===== config.mk =====
export PLATFORM = sky130hd
export DESIGN_NAME = fifo_arbiter
export DESIGN_NICKNAME = d
export VERILOG_FILES = /design/src/rtl/fifo_arb_pkg.sv /design/src/rtl/rr_pick.sv /design/src/rtl/fifo_arbiter.sv
export SDC_FILE = /design/constraint.sdc
export NUM_CORES = 1
export LEC_CHECK = 0
export BUFFER_PORTS_ARGS = -buffer_cell sky130_fd_sc_hd__buf_2
export CORE_ASPECT_RATIO = 1.4
export CORE_MARGIN = 2
export CORE_UTILIZATION = 30
export DETAILED_ROUTE_END_ITERATION = 10
export PLACE_DENSITY = 0.64
export SETUP_SLACK_MARGIN = 0.15
export SLEW_MARGIN = 5
export SYNTH_ARGS = -nofsm -noshare
export SYNTH_HDL_FRONTEND = slang
export SYNTH_HIERARCHICAL = 1
export SYNTH_SLANG_ARGS = --single-unit
export TNS_END_PERCENT = 100

===== constraint.sdc =====
create_clock -name clk -period 2.4 [get_ports clk]
set_clock_uncertainty 0.05 [all_clocks]
set_input_delay 0.36 -clock clk [delete_from_list [all_inputs] [get_ports clk]]
set_output_delay 0.36 -clock clk [all_outputs]
set_load 0.05 [all_outputs]

===== src/rtl/fifo_arb_pkg.sv =====
// Shared definitions for the FIFO arbiter: FSM state encoding and parameter defaults.
package fifo_arb_pkg;

  localparam int DATA_W_DEF    = 4;
  localparam int N_SRC_DEF     = 4;
  localparam int BURST_LEN_DEF = 4;

  typedef enum logic {
    IDLE  = 1'b0,
    SERVE = 1'b1
  } state_t;

endpackage


===== src/rtl/rr_pick.sv =====
// Winner selection over a request vector: round-robin from start_ptr by default,
// lowest-index priority when FIFO_ARB_STRICT_PRIO_EN is defined (start_ptr ignored).
module rr_pick #(
  parameter int N  = 4,
  parameter int IW = 2
) (
  input  logic [N-1:0]  req,
  input  logic [IW-1:0] start_ptr,
  output logic [IW-1:0] win,
  output logic          valid
);

`ifdef FIFO_ARB_STRICT_PRIO_EN
  logic unused_ptr;
  assign unused_ptr = ^start_ptr;

  always_comb begin
    win   = '0;
    valid = 1'b0;
    for (int i = N - 1; i >= 0; i--) begin
      if (req[i]) begin
        win   = IW'(i);
        valid = 1'b1;
      end
    end
  end
`else
  logic [IW-1:0] idx;

  // Scan downward so the last hit is the first requester at or after start_ptr;
  // the index wraps naturally because N is a power of two.
  always_comb begin
    win   = '0;
    valid = 1'b0;
    idx   = '0;
    for (int k = N - 1; k >= 0; k--) begin
      idx = start_ptr + IW'(k);
      if (req[idx]) begin
        win   = idx;
        valid = 1'b1;
      end
    end
  end
`endif

endmodule


===== src/rtl/fifo_arbiter.sv =====
// Drains N_SRC source FIFOs into one destination FIFO in bursts of up to BURST_LEN pops.
// Define FIFO_ARB_STRICT_PRIO_EN for fixed lowest-index priority instead of round-robin.
//
// state | meaning
// IDLE  | no grant held; picks a winner when the destination has room
// SERVE | popping the granted source until burst end, source empty or afull
module fifo_arbiter
  import fifo_arb_pkg::*;
#(
  parameter int DATA_W    = DATA_W_DEF,
  parameter int N_SRC     = N_SRC_DEF,
  parameter int BURST_LEN = BURST_LEN_DEF,
  localparam int GW = (N_SRC > 1) ? $clog2(N_SRC) : 1,
  localparam int CW = (BURST_LEN > 1) ? $clog2(BURST_LEN) : 1
) (
  input  logic                    clk,
  input  logic                    rst,
  input  logic [N_SRC-1:0]        empty_in,
  input  logic [N_SRC*DATA_W-1:0] data_in,
  input  logic                    afull_out,
  output logic [N_SRC-1:0]        pop,
  output logic                    push,
  output logic [DATA_W-1:0]       data_out,
  output logic [GW-1:0]           grant_id,
  output logic                    busy
);

  state_t        state;
  logic [GW-1:0] rr_ptr;
  logic [CW-1:0] burst_cnt;
  logic [GW-1:0] win;
  logic          win_valid;
  logic          pop_any;
  logic          rd_vld;
  logic [GW-1:0] rd_src;

  rr_pick #(.N(N_SRC), .IW(GW)) u_pick (
    .req      (~empty_in),
    .start_ptr(rr_ptr),
    .win      (win),
    .valid    (win_valid)
  );

  assign pop_any = (state == SERVE) && !empty_in[grant_id] && !afull_out;
  assign pop     = pop_any ? (N_SRC'(1) << grant_id) : '0;
  assign busy    = (state == SERVE);

  always_ff @(posedge clk) begin
    if (!rst) begin
      state     <= IDLE;
      rr_ptr    <= '0;
      burst_cnt <= '0;
      grant_id  <= '0;
      rd_vld    <= 1'b0;
      rd_src    <= '0;
      push      <= 1'b0;
      data_out  <= '0;
    end else begin
      // Source data appears the cycle after a pop; capture it then, push one cycle later.
      rd_vld <= pop_any;
      rd_src <= grant_id;
      push   <= rd_vld;
      if (rd_vld) data_out <= data_in[rd_src*DATA_W +: DATA_W];

      case (state)
        IDLE: begin
          if (!afull_out && win_valid) begin
            grant_id <= win;
            state    <= SERVE;
          end
        end
        SERVE: begin
          if (pop_any) burst_cnt <= burst_cnt + 1'b1;
          if ((pop_any && burst_cnt == CW'(BURST_LEN - 1)) || empty_in[grant_id] || afull_out) begin
            state     <= IDLE;
            burst_cnt <= '0;
`ifdef FIFO_ARB_STRICT_PRIO_EN
            rr_ptr    <= '0;
`else
            rr_ptr    <= grant_id + 1'b1;
`endif
          end
        end
        default: state <= IDLE;
      endcase
    end
  end

endmodule


# Word level (Yosys, flattened, before mapping)
# Index checks and enable logic that the tools add are counted.
# Widths: inputs -> output; s select.
# totals
out_inout_bits	12
register_bits	15
inputBits	23
wordCells	59
# classes
bitwise	2
n_lt_le_gt_ge	5
reduce_logical	12
shifts	2
eq_ne	1
n_addsub	5
n_mux	24
# ops
operator	count
$shiftx 16x5->4	1
$lt 2x3->1 const B	5
$mux 2	6
$mux 1	11
$bmux 1 s2	5
$add 2x1->2 const B	3
$reduce_and 2->1	3
$add 2x2->2 const B	2
$logic_and 1x1->1	4
$mux 4	1
$not 4->4	1
$shl 1x2->4 const A	1
$eq 2x2->1 const B	1
$logic_not 1->1	2
$logic_or 1x1->1	2
$pmux 1 s2	1
$reduce_bool 2->1	1
$not 1->1	1

# Longest topological paths before layout
# Gate-level depths: netlist of run 1.
# logic_depth
depth_word	10
depth_mapped	6

# By module
# Netlist of run 1, hierarchy kept.
# modules_own_cells
mod	seq_area_each_um2	cells_per_inst	area_each_um2	n_inst
fifo_arbiter	300.3	73	774.5	1
rr_pick	0.0	13	77.6	1

# Least setup slack after synthesis of run 1
# No wires, ideal clock.
# synth_path
kind	flip-flop to output port
startpoint	register grant_id[0]
endpoint	output port pop[0]
slack_ns	-0.091
arrival_ns	2.081
path_stages_with_launch	4
path_buffers	0
path_cell_list	dfxtp_1 mux4_2 nor3b_1 and2_1
# synth_via
elab_chain_len	6
# synth_lines
element	line_no	source
start, declared	fifo_arbiter.sv:24	output logic [GW-1:0] grant_id,
start signal, assigned	fifo_arbiter.sv:68	grant_id <= win;
$bmux 1 s2	fifo_arbiter.sv:44	assign pop_any = (state == SERVE) && !empty_in[grant_id] && !afull_out;
$mux 1 (not written as such)	fifo_arbiter.sv:44	
$logic_not 1->1	fifo_arbiter.sv:44	
$logic_and 1x1->1 (2 in a row)	fifo_arbiter.sv:44	
$mux 4 (*)	fifo_arbiter.sv:45	assign pop = pop_any ? (N_SRC'(1) << grant_id) : '0;
end, declared	fifo_arbiter.sv:21	output logic [N_SRC-1:0] pop,
# Every way passes the cells marked *; elsewhere a longest branch is shown, timed or not. The select of a mux whose other input is x is not followed.

# Worst setup path after layout of run 1
# layout_path
startpoint	register grant_id[0]
endpoint	output port pop[1]
# Same word-level chain as after synthesis.

==> parameters.txt, run 1 <==
Parameter                              Value

Detailed routing
  Number of routed nets with antenna violations ... 0
  Overall routed net length ... 1910 um
  DRT iter0 DRCs ... 6
  Via density per instance ... 4.68
  First drt pass iteration count ... 4
  Vias ... 744
  Post-detailed-route DRC marker count ... 0
  WL per Instance ... 12.0 um

Worst setup path
  Cell with the biggest individual delay on the critical path ... mux4_2
  Slack of the worst reg-to-reg path ... 710 ps
  Critical Path, Cell by Cell ... mux4_2 > nor3b_4 > and2_2 > buf_6
  Data required time of the worst path ... 1990 ps
  Type of the worst setup path ... flop to primary output
  Top fanout value on the critical path ... 5
  CP startpoint kind ... flop
  Critical path endpoint category ... primary output
  Worst EP arrival ... 1810 ps
  Slowest Stage Delay on Critical Path ... 550 ps

Clocking
  TritonCTS clock tree ... done
  CTS Hold Buffers Added ... 0
  Clock net sink count ... 15
  Clock root buffer ... clkbuf_4
  Clock Path Buffers ... 2
  Total number of H-tree levels ... 1
  Inserted Clock Buffers ... 3
  Clock slew seen by the registers of the worst setup and hold paths ... 80 ps
  Clock latency of the later-clocked register in the worst-skew pair ... 280 ps

Power and ir drop
  Power per standard cell area ... 453 nW/um^2
  Peak ir drop on the vdd network ... 0.247 mV
  Leak pwr ... 0.504 nW

Synthesis
  Post-synthesis instance total ... 86
  Share of synthesized flip-flops with an asynchronous set or reset ... 0%
  Post-Synthesis Net Count ... 114
  Most instantiated flip-flop cell in the synthesis netlist ... dfxtp_1
  Synthesized cell area ... 852 um^2
  FF+latch count, synth ... 15
  Total of warnings raised by yosys ... 6
  Register area share after synthesis ... 35.2%
  Synth unique cells ... 21
  Post-Syn Area per Cell ... 9.91 um^2
  Number of enable flip-flop cells after synthesis ... 0

Placement
  Worst slack after detailed placement ... 144 ps
  Post-placement cell count ... 153
  Last weighted congestion value of the routability-driven placer ... 0.761
  Post-placement cell area ... 1060 um^2
  IO buf count ... 34
  Half-perimeter wire length of the detailed placement result ... 1520 um

GRT
  Initial antenna violation count ... 0
  Total track usage ... 13.2%
  Aggregate global routing overflow ... 0
  Wire length of the first global-routing pass ... 3260 um
  Pin count of the biggest net entering global routing ... 21
  Number of global-route vias before repair ... 767

STA
  Share of the clock period used by the worst path ... 92.4%
  Max Slew Vio Count ... 0
  Max_slew headroom ... 67.7%
  Number of endpoints with negative hold slack in the final report ... 0
  Post-Route Setup TNS ... 0 ps
  Highest Clock Rate ... 451 MHz
  RSZ-0062 raised after global routing ... yes
  Actual slew at the worst max-slew pin ... 483 ps
  Setup slack after layout ... 181 ps
  Setup-failing EPs final ... 0
  Post-layout minimum cycle time ... 2220 ps

Layout
  Filler cells ... 286
  Register cell area after layout ... 305 um^2
  Share of final-layout standard cells stronger than drive strength 1 ... 43.9%
  Diodes inserted ... 0
  Area taken by multi-input logic gates ... 537 um^2
  Count of placed standard cells in the final layout, fillers left out ... 159
  Number of nets in the final layout ... 152
  Final core utilization ... 43.1%
  Cell area after layout ... 1150 um^2
  Layout Area Growth over Synthesis ... 34.9%

Floorplanning
  Row count ... 22
  Area of the die ... 3290 um^2
  Die W ... 49.0 um
  Starting density of the core ... 31.9%
  Number of primary I/O pins ... 35
  Area of the core region ... 2670 um^2
  Die outline height ... 67.1 um

Job
  Max-Cap Viols ... 0

Outcome
  Run status ... finished clean

Hold path
  Min-Delay Path Class ... input port to flop
cells in the mapped netlist, types with 2 or more instances:
master    number  area, um^2
and2_1         7        43.8
nor2_1         4        15.0
nand2_1        8        30.0
nand3b_1       3        22.5
inv_1          6        22.5
nor3b_1        3        22.5
nor2b_1        6        37.5
o21ai_1        3        15.0
ha_1           5        62.6
mux4_2         5         113
mux2i_1        9        90.1
dfxtp_1       15         300
clkbuf_1       3        11.3
nand2b_1       2        12.5
layout make-up:
cell class	instances	area share, %
inverters	6	1.96
well taps	36	3.92
multi-input cells	62	46.7
clock buffers	4	2.29
flip-flops and latches	15	26.6
repair buffers	36	18.6
layer usage:
layer  track usage (%)  up-vias  wire length [um]
li1                  -      369                 -
met4              7.50        0                46
met2              25.3       34               942
met1              12.3      337               789
met5                 0        -                 0
met3              3.81        4               131
cells in the final DEF, fill, tap and decap left out:
master and count:
buf_2 30, dfxtp_1 13, mux2i_1 9, nand2_1 8, inv_1 6, nor2b_1 6
mux4_2 5, ha_1 5, nor2_1 4, and2_2 3, o21ai_1 3, nand3b_1 3
and2_1 3, clkbuf_4 3, buf_6 3, and2_4 2, nor3b_1 2, buf_4 2
nand2b_1 2, nor3b_4 1, or3_1 1, o31a_2 1, nand3_1 1, clkbuf_1 1
dfxtp_4 1, dfxtp_2 1, buf_8 1, a21oi_1 1, a211oi_2 1, a211oi_1 1
worst paths after layout:
kind                            cells past startpoint      endpoint    startpoint
worst max-delay path                                4        pop[1]   grant_id[0]
worst min-delay path                                3          busy           rst
worst max register to register                      4  burst_cnt[0]   grant_id[0]
worst min register to register                      2  burst_cnt[1]  burst_cnt[1]
power breakdown:
part,total [mW],leakage [nW],internal [mW],switching (mW)
Clock,0.141,0.0150,0.0645,0.0763
Combinational,0.110,0.367,0.0539,0.0566
Sequential,0.270,0.123,0.257,0.0124
per-stage QoR:
step	power, mW	hold WS (ps)
after global placement	0.377	419
after floorplan	0.344	409
final	0.521	416
after global routing	0.548	425
after detailed placement	0.379	427
after CTS	0.522	416
worst max-delay path: cells and delay by family (launching register included):
kind                   cells  cell delay (ps)
multiplexers               1              550
AND/OR/NAND/NOR            2              460
flip-flops                 1              370
buffers and inverters      1              150
state kept, by name, summed over array words and instances, names as in the netlist:
name       count
data_out       4
burst_cnt      2
grant_id       2
rd_src         2
rr_ptr         2
busy           1
push           1
rd_vld         1
cells by family (layout without fill, tap and decap cells):
family,after synthesis,count (layout),synth area share [%]
AND/OR/NAND/NOR,36,36,23.8
flip-flops,15,15,35.2
multiplexers,14,14,23.8
buffers and inverters,9,46,3.96
AO/OA/AOI/OAI,7,7,5.87
adder cells (fa/ha/maj),5,5,7.34
repair_timing:
action	4_1_cts	5_1_grt
setup buffers	1	1
gates resized for setup	8	6
setup endpoints to repair	4	4
pin swaps	0	2
No activity file was read; power rests on OpenSTA's default activity.
==> inputs of run 2 (changes only) <==
--- a/config.mk
+++ b/config.mk
@@ -11,6 +11,7 @@
 export CORE_UTILIZATION = 30
 export DETAILED_ROUTE_END_ITERATION = 10
 export PLACE_DENSITY = 0.64
+export REMOVE_ABC_BUFFERS = 1
 export SETUP_SLACK_MARGIN = 0.15
 export SLEW_MARGIN = 5
 export SYNTH_ARGS = -nofsm -noshare
==> run 2 against run 1 <==
Effect of this change: combinational power is essentially flat; non-clock buffer count grew 1; utilization shrank 0.37 points; critical endpoint is now pop[0]; largest cell class unchanged.
==> parameters.txt, run 2 (synthesized netlist as in run 1, its figures left out) <==
Parameter                              Value

Clocking
  CTS Hold Buffers Added ... 0 (unchanged)
  TritonCTS clock tree ... done (unchanged)
  Total number of H-tree levels ... 1 (unchanged)
  Clock slew seen by the registers of the worst setup and hold paths ... 90 ps (was 80 ps)
  Clock latency of the later-clocked register in the worst-skew pair ... 280 ps (about the same)
  Inserted Clock Buffers ... 3 (unchanged)
  Clock root buffer ... clkbuf_4 (unchanged)
  Clock net sink count ... 15 (unchanged)
  Clock Path Buffers ... 2 (unchanged)

Detailed routing
  Overall routed net length ... 1890 um (was 1910 um)
  Vias ... 714 (was 744)
  Post-detailed-route DRC marker count ... 0 (unchanged)
  Number of routed nets with antenna violations ... 0 (unchanged)
  DRT iter0 DRCs ... 6 (unchanged)
  Via density per instance ... 4.46 (was 4.68)
  WL per Instance ... 11.8 um (was 12.0 um)
  First drt pass iteration count ... 4 (unchanged)

GRT
  Pin count of the biggest net entering global routing ... 21 (unchanged)
  Number of global-route vias before repair ... 668 (was 767)
  Wire length of the first global-routing pass ... 2920 um (was 3260 um)
  Total track usage ... 11.6% (was 13.2%)
  Aggregate global routing overflow ... 0 (unchanged)
  Initial antenna violation count ... 0 (unchanged)

Floorplanning
  Die outline height ... 67.1 um (unchanged)
  Row count ... 22 (unchanged)
  Area of the die ... 3290 um^2 (unchanged)
  Starting density of the core ... 31.9% (unchanged)
  Area of the core region ... 2670 um^2 (unchanged)
  Number of primary I/O pins ... 35 (unchanged)
  Die W ... 49.0 um (unchanged)

Outcome
  Run status ... finished clean (unchanged)

Layout
  Most common cell after layout, fill and taps aside ... buf_2 (unchanged)
  Number of flip-flops in the largest register ... 4 (unchanged)
  Share of final-layout standard cells stronger than drive strength 1 ... 41.9% (was 43.9%)
  Final core utilization ... 42.7% (was 43.1%)
  Number of nets in the final layout ... 153 (was 152)
  Filler cells ... 279 (was 286)
  Layout Area Growth over Synthesis ... 33.8% (was 34.9%)
  Commonest cells after routing, fill and taps aside ... buf_2 (30), dfxtp_1 (14), mux2i_1 (9), nand2_1 (8) (was buf_2 (30), dfxtp_1 (13), mux2i_1 (9), nand2_1 (8))
  Diodes inserted ... 0 (unchanged)
  Largest Register ... data_out (unchanged)

Placement
  Last weighted congestion value of the routability-driven placer ... 0.693 (was 0.761)
  IO buf count ... 34 (unchanged)
  Half-perimeter wire length of the detailed placement result ... 1500 um (was 1520 um)

Worst setup path
  Top fanout value on the critical path ... 5 (unchanged)
  CP startpoint kind ... flop (unchanged)
  Worst EP arrival ... 1790 ps (was 1810 ps)
  Cell count of the worst reg-to-reg path ... 3 (was 4)
  Launching element of the worst setup path ... grant_id[0] (unchanged)
  Origin of the critical flop-to-flop path ... grant_id[0] (unchanged)
  Data required time of the worst path ... 1990 ps (about the same)
  Capturing instance or port of the critical path ... pop[0] (was pop[1])
  Slack of the worst reg-to-reg path ... 880 ps (was 710 ps)
  End of the worst register-to-register path ... burst_cnt[0] (unchanged)
  Type of the worst setup path ... flop to primary output (unchanged)
  Critical path endpoint category ... primary output (unchanged)

STA
  Post-Route Setup TNS ... 0 ps (unchanged)
  Max Slew Vio Count ... 0 (unchanged)
  Share of the clock period used by the worst path ... 91.7% (was 92.4%)
  Max_slew headroom ... 66.7% (was 67.7%)
  Setup-failing EPs final ... 0 (unchanged)
  WHS ... 411 ps (was 416 ps)
  Number of endpoints with negative hold slack in the final report ... 0 (unchanged)
  Highest Clock Rate ... 455 MHz (was 451 MHz)
  RSZ-0062 raised after global routing ... yes (unchanged)
  Actual slew at the worst max-slew pin ... 498 ps (was 483 ps)
  Post-layout minimum cycle time ... 2200 ps (was 2220 ps)

Power and ir drop
  Leak pwr ... 0.505 nW (was 0.504 nW)
  Peak ir drop on the vdd network ... 0.180 mV (was 0.247 mV)
  Power per standard cell area ... 454 nW/um^2 (was 453 nW/um^2)

Hold path
  Hold_sp ... afull_out (was rst)
  Min-Delay Path Class ... input port to flop (unchanged)

Job
  Max-Cap Viols ... 0 (unchanged)
-- run 2: power breakdown --
part           leakage [nW]  internal (mW)  switching, mW
clock network        0.0177         0.0618         0.0792
logic                 0.365         0.0521         0.0559
registers             0.122          0.258         0.0107
total                 0.505          0.372          0.146
-- run 2: area by class of cell --
type,count,area [um^2],share of cell area (%)
repair buffers,37,218,19.1
clock buffers,3,22.5,1.98
flip-flops and latches,15,302,26.5
inverters,6,22.5,1.98
well taps,36,45.0,3.95
clock inverters,1,5.00,0.439
multi-input cells,62,526,46.1
-- run 2: layer usage --
metal	GRT usage [%]	part of all wire (%)
met3	2.91	3.4
met1	12.8	42
met2	21.4	54
met5	0	0
met4	4.29	0.32
-- run 2: worst min-delay path by stage --
stage	end	slack, ps	cells past startpoint
finish	busy	410	4
global route	busy	420	3
CTS	busy	410	4
detailed placement	burst_cnt[1]	430	2
global placement	burst_cnt[1]	420	2
floorplan	burst_cnt[1]	410	2
-- run 2: timing repair --
action,4_1_cts,5_1_grt
endpoints found under the setup margin,4,4
buffers inserted,0,0
cloned,0,0
resized for setup,8,3
-- run 2: stage by stage --
step | worst slack [ps] | cell area [um^2] | total power, mW | cells
4_1_cts | 165 | 1130 | 0.522 | 160
5_1_grt | 129 | 1140 | 0.546 | 160
2_1_floorplan | -91.0 | 841 | 0.340 | 83
3_5_place_dp | 270 | 1080 | 0.381 | 156
6_report | 200 | 1140 | 0.517 | 160
3_3_place_gp | 281 | 1080 | 0.378 | 156
-- run 2: worst max-delay path: stages (launching register included) --
cell and delay [ps]:
dfxtp_2 350, mux4_2 540, nor3b_2 170, buf_4 140
and2_1 150, buf_6 160
==> inputs of run 3 (changes only) <==
--- a/config.mk
+++ b/config.mk
@@ -8,9 +8,9 @@
 export BUFFER_PORTS_ARGS = -buffer_cell sky130_fd_sc_hd__buf_2
 export CORE_ASPECT_RATIO = 1.4
 export CORE_MARGIN = 2
-export CORE_UTILIZATION = 30
+export CORE_UTILIZATION = 46
 export DETAILED_ROUTE_END_ITERATION = 10
-export PLACE_DENSITY = 0.64
+export PLACE_DENSITY = 0.87
 export REMOVE_ABC_BUFFERS = 1
 export SETUP_SLACK_MARGIN = 0.15
 export SLEW_MARGIN = 5
==> run 3 against run 2 <==
Effect of this change: maximum frequency decreased by 0.71%; total power increased by 0.93%; final area decreased by 0.99%; cell count decreased by 10%; utilization increased by 22 points; clock power about the same; critical path type unchanged; largest cell class unchanged.
==> parameters.txt, run 3 (synthesized netlist as in run 1, its figures left out) <==
Parameter                              Value

Layout
  Largest Register ... data_out (unchanged)
  Layout Area Growth over Synthesis ... 32.5% (was 33.8%)
  Area taken by multi-input logic gates ... 532 um^2 (was 526 um^2)
  Commonest cells after routing, fill and taps aside ... buf_2 (30), dfxtp_1 (14), mux2i_1 (9), nand2_1 (8) (unchanged)
  Share of final-layout standard cells stronger than drive strength 1 ... 41.1% (was 41.9%)
  Register cell area after layout ... 302 um^2 (unchanged)
  Final core utilization ... 64.2% (was 42.7%)
  Most common cell after layout, fill and taps aside ... buf_2 (unchanged)
  Number of flip-flops in the largest register ... 4 (unchanged)
  Number of nets in the final layout ... 153 (unchanged)
  Cell area after layout ... 1130 um^2 (was 1140 um^2)
  Diodes inserted ... 0 (unchanged)
  Filler cells ... 144 (was 279)

GRT
  Number of global-route vias before repair ... 712 (was 668)
  Aggregate global routing overflow ... 0 (unchanged)
  Initial antenna violation count ... 0 (unchanged)
  Wire length of the first global-routing pass ... 2710 um (was 2920 um)
  Total track usage ... 18.7% (was 11.6%)
  Pin count of the biggest net entering global routing ... 21 (unchanged)

Clocking
  TritonCTS clock tree ... done (unchanged)
  Clock Path Buffers ... 2 (unchanged)
  CTS Hold Buffers Added ... 0 (unchanged)
  Total number of H-tree levels ... 1 (unchanged)
  Clock root buffer ... clkbuf_4 (unchanged)
  Clock net sink count ... 15 (unchanged)
  Clock slew seen by the registers of the worst setup and hold paths ... 80 ps (was 90 ps)
  Inserted Clock Buffers ... 3 (unchanged)
  Clock latency of the later-clocked register in the worst-skew pair ... 290 ps (was 280 ps)

Worst setup path
  Origin of the critical flop-to-flop path ... grant_id[0] (unchanged)
  Type of the worst setup path ... flop to primary output (unchanged)
  Cell with the biggest individual delay on the critical path ... mux4_2 (unchanged)
  Worst EP arrival ... 1810 ps (was 1790 ps)
  Slack of the worst reg-to-reg path ... 840 ps (was 880 ps)
  Top fanout value on the critical path ... 5 (unchanged)
  Critical Path, Cell by Cell ... mux4_2 > nor3b_4 > and2_1 > buf_6 (was mux4_2 > nor3b_2 > buf_4 > and2_1 > buf_6)
  Cell count of the worst reg-to-reg path ... 3 (unchanged)
  Slowest Stage Delay on Critical Path ... 550 ps (was 540 ps)
  Launching element of the worst setup path ... grant_id[0] (unchanged)
  Critical path endpoint category ... primary output (unchanged)
  Data required time of the worst path ... 1990 ps (about the same)
  CP startpoint kind ... flop (unchanged)
  End of the worst register-to-register path ... busy (was burst_cnt[0])

STA
  RSZ-0062 raised after global routing ... yes (unchanged)
  Share of the clock period used by the worst path ... 92.3% (was 91.7%)
  Highest Clock Rate ... 451 MHz (was 455 MHz)
  Max Slew Vio Count ... 0 (unchanged)
  Max_slew headroom ... 62.8% (was 66.7%)
  Setup-failing EPs final ... 0 (unchanged)
  Number of endpoints with negative hold slack in the final report ... 0 (unchanged)
  Actual slew at the worst max-slew pin ... 557 ps (was 498 ps)
  Post-layout minimum cycle time ... 2220 ps (was 2200 ps)

Hold path
  Hold_sp ... rst (was afull_out)
  Sink of the worst hold path ... rr_ptr[0] (was busy)
  Worst Hold Depth ... 3 (was 4)
  Min-Delay Path Class ... input port to flop (unchanged)

Power and ir drop
  NetSw ... 147 uW (was 146 uW)
  Peak ir drop on the vdd network ... 0.301 mV (was 0.180 mV)
  Leak pwr ... 0.507 nW (was 0.505 nW)
  Sw frac ... 28.1% (was 28.2%)
  Power per standard cell area ... 463 nW/um^2 (was 454 nW/um^2)
  Sequential power share ... 51.5% (was 51.9%)
  Pint ... 376 uW (was 372 uW)
  Share of power burned in combinational logic ... 21.4% (was 20.9%)
  Clock group share of total power ... 27.1% (was 27.2%)

Detailed routing
  Number of routed nets with antenna violations ... 0 (unchanged)
  Post-detailed-route DRC marker count ... 0 (unchanged)
  WL per Instance ... 13.4 um (was 11.8 um)
  First drt pass iteration count ... 4 (unchanged)
  DRT iter0 DRCs ... 10 (was 6)
  Via density per instance ... 5.41 (was 4.46)
  Overall routed net length ... 1930 um (was 1890 um)
  Vias ... 779 (was 714)

Floorplanning
  Die W ... 40.4 um (was 49.0 um)
  Row count ... 18 (was 22)
  Number of primary I/O pins ... 35 (unchanged)
  Area of the die ... 2220 um^2 (was 3290 um^2)
  Area of the core region ... 1760 um^2 (was 2670 um^2)
  Die outline height ... 54.9 um (was 67.1 um)
  Starting density of the core ... 48.5% (was 31.9%)

Placement
  Half-perimeter wire length of the detailed placement result ... 1470 um (was 1500 um)
  Last weighted congestion value of the routability-driven placer ... 0.777 (was 0.693)
  Post-placement cell area ... 1050 um^2 (was 1080 um^2)
  IO buf count ... 34 (unchanged)

Job
  Max-Cap Viols ... 0 (unchanged)

Outcome
  Run status ... finished clean (unchanged)
run 3: what timing repair did:
item / in CTS / in global routing
pin swaps: 1 / 2
endpoints found under the setup margin: 4 / 4
buffers inserted: 1 / 0
gates resized for setup: 8 / 5
run 3: how the worst max path moves through the flow:
stage | to | slack [ps]
2_1_floorplan | pop[0] | -90
3_3_place_gp | pop[3] | 240
3_5_place_dp | pop[3] | 150
4_1_cts | pop[3] | 160
5_1_grt | pop[0] | 90
6_report | pop[0] | 180
run 3: power groups by stage:
stage	Sequential (mW)	Clock (mW)	Combinational [mW]
global placement	0.274	0	0.103
floorplan	0.289	0	0.0511
detailed placement	0.275	0	0.107
finish	0.269	0.141	0.112
global route	0.271	0.158	0.121
CTS	0.269	0.146	0.111
run 3: critical path, delay by kind of cell, from the launching register on:
family	cells	cell delay [ps]
AND/OR/NAND/NOR	2	460
flip-flops	1	350
buffers and inverters	1	170
multiplexers	1	550
run 3: cell type report:
class / instances / area share (%)
clock buffer: 4 / 2.33
multi-input combinational: 62 / 47.1
sequential: 15 / 26.7
inverter: 6 / 2.00
tap: 20 / 2.22
timing repair buffer: 37 / 19.6
run 3: per-stage QoR:
stage	power [mW]	hold WS, ps	setup slack, ps	cells	TNS, ps
6_report	0.522	420	184	144	0
5_1_grt	0.550	426	94.7	144	0
4_1_cts	0.527	411	157	144	0
3_5_place_dp	0.382	432	154	139	0
3_3_place_gp	0.377	416	243	139	0
2_1_floorplan	0.340	409	-91.0	83	-364
run 3: per-layer routing:
layer,global-route usage [%],share of wire [%],up-vias
li1,-,-,375
met1,16.1,35,357
met2,36.5,53,37
met3,3.60,8.2,10
met4,11.1,3.5,0
met5,0,0,-
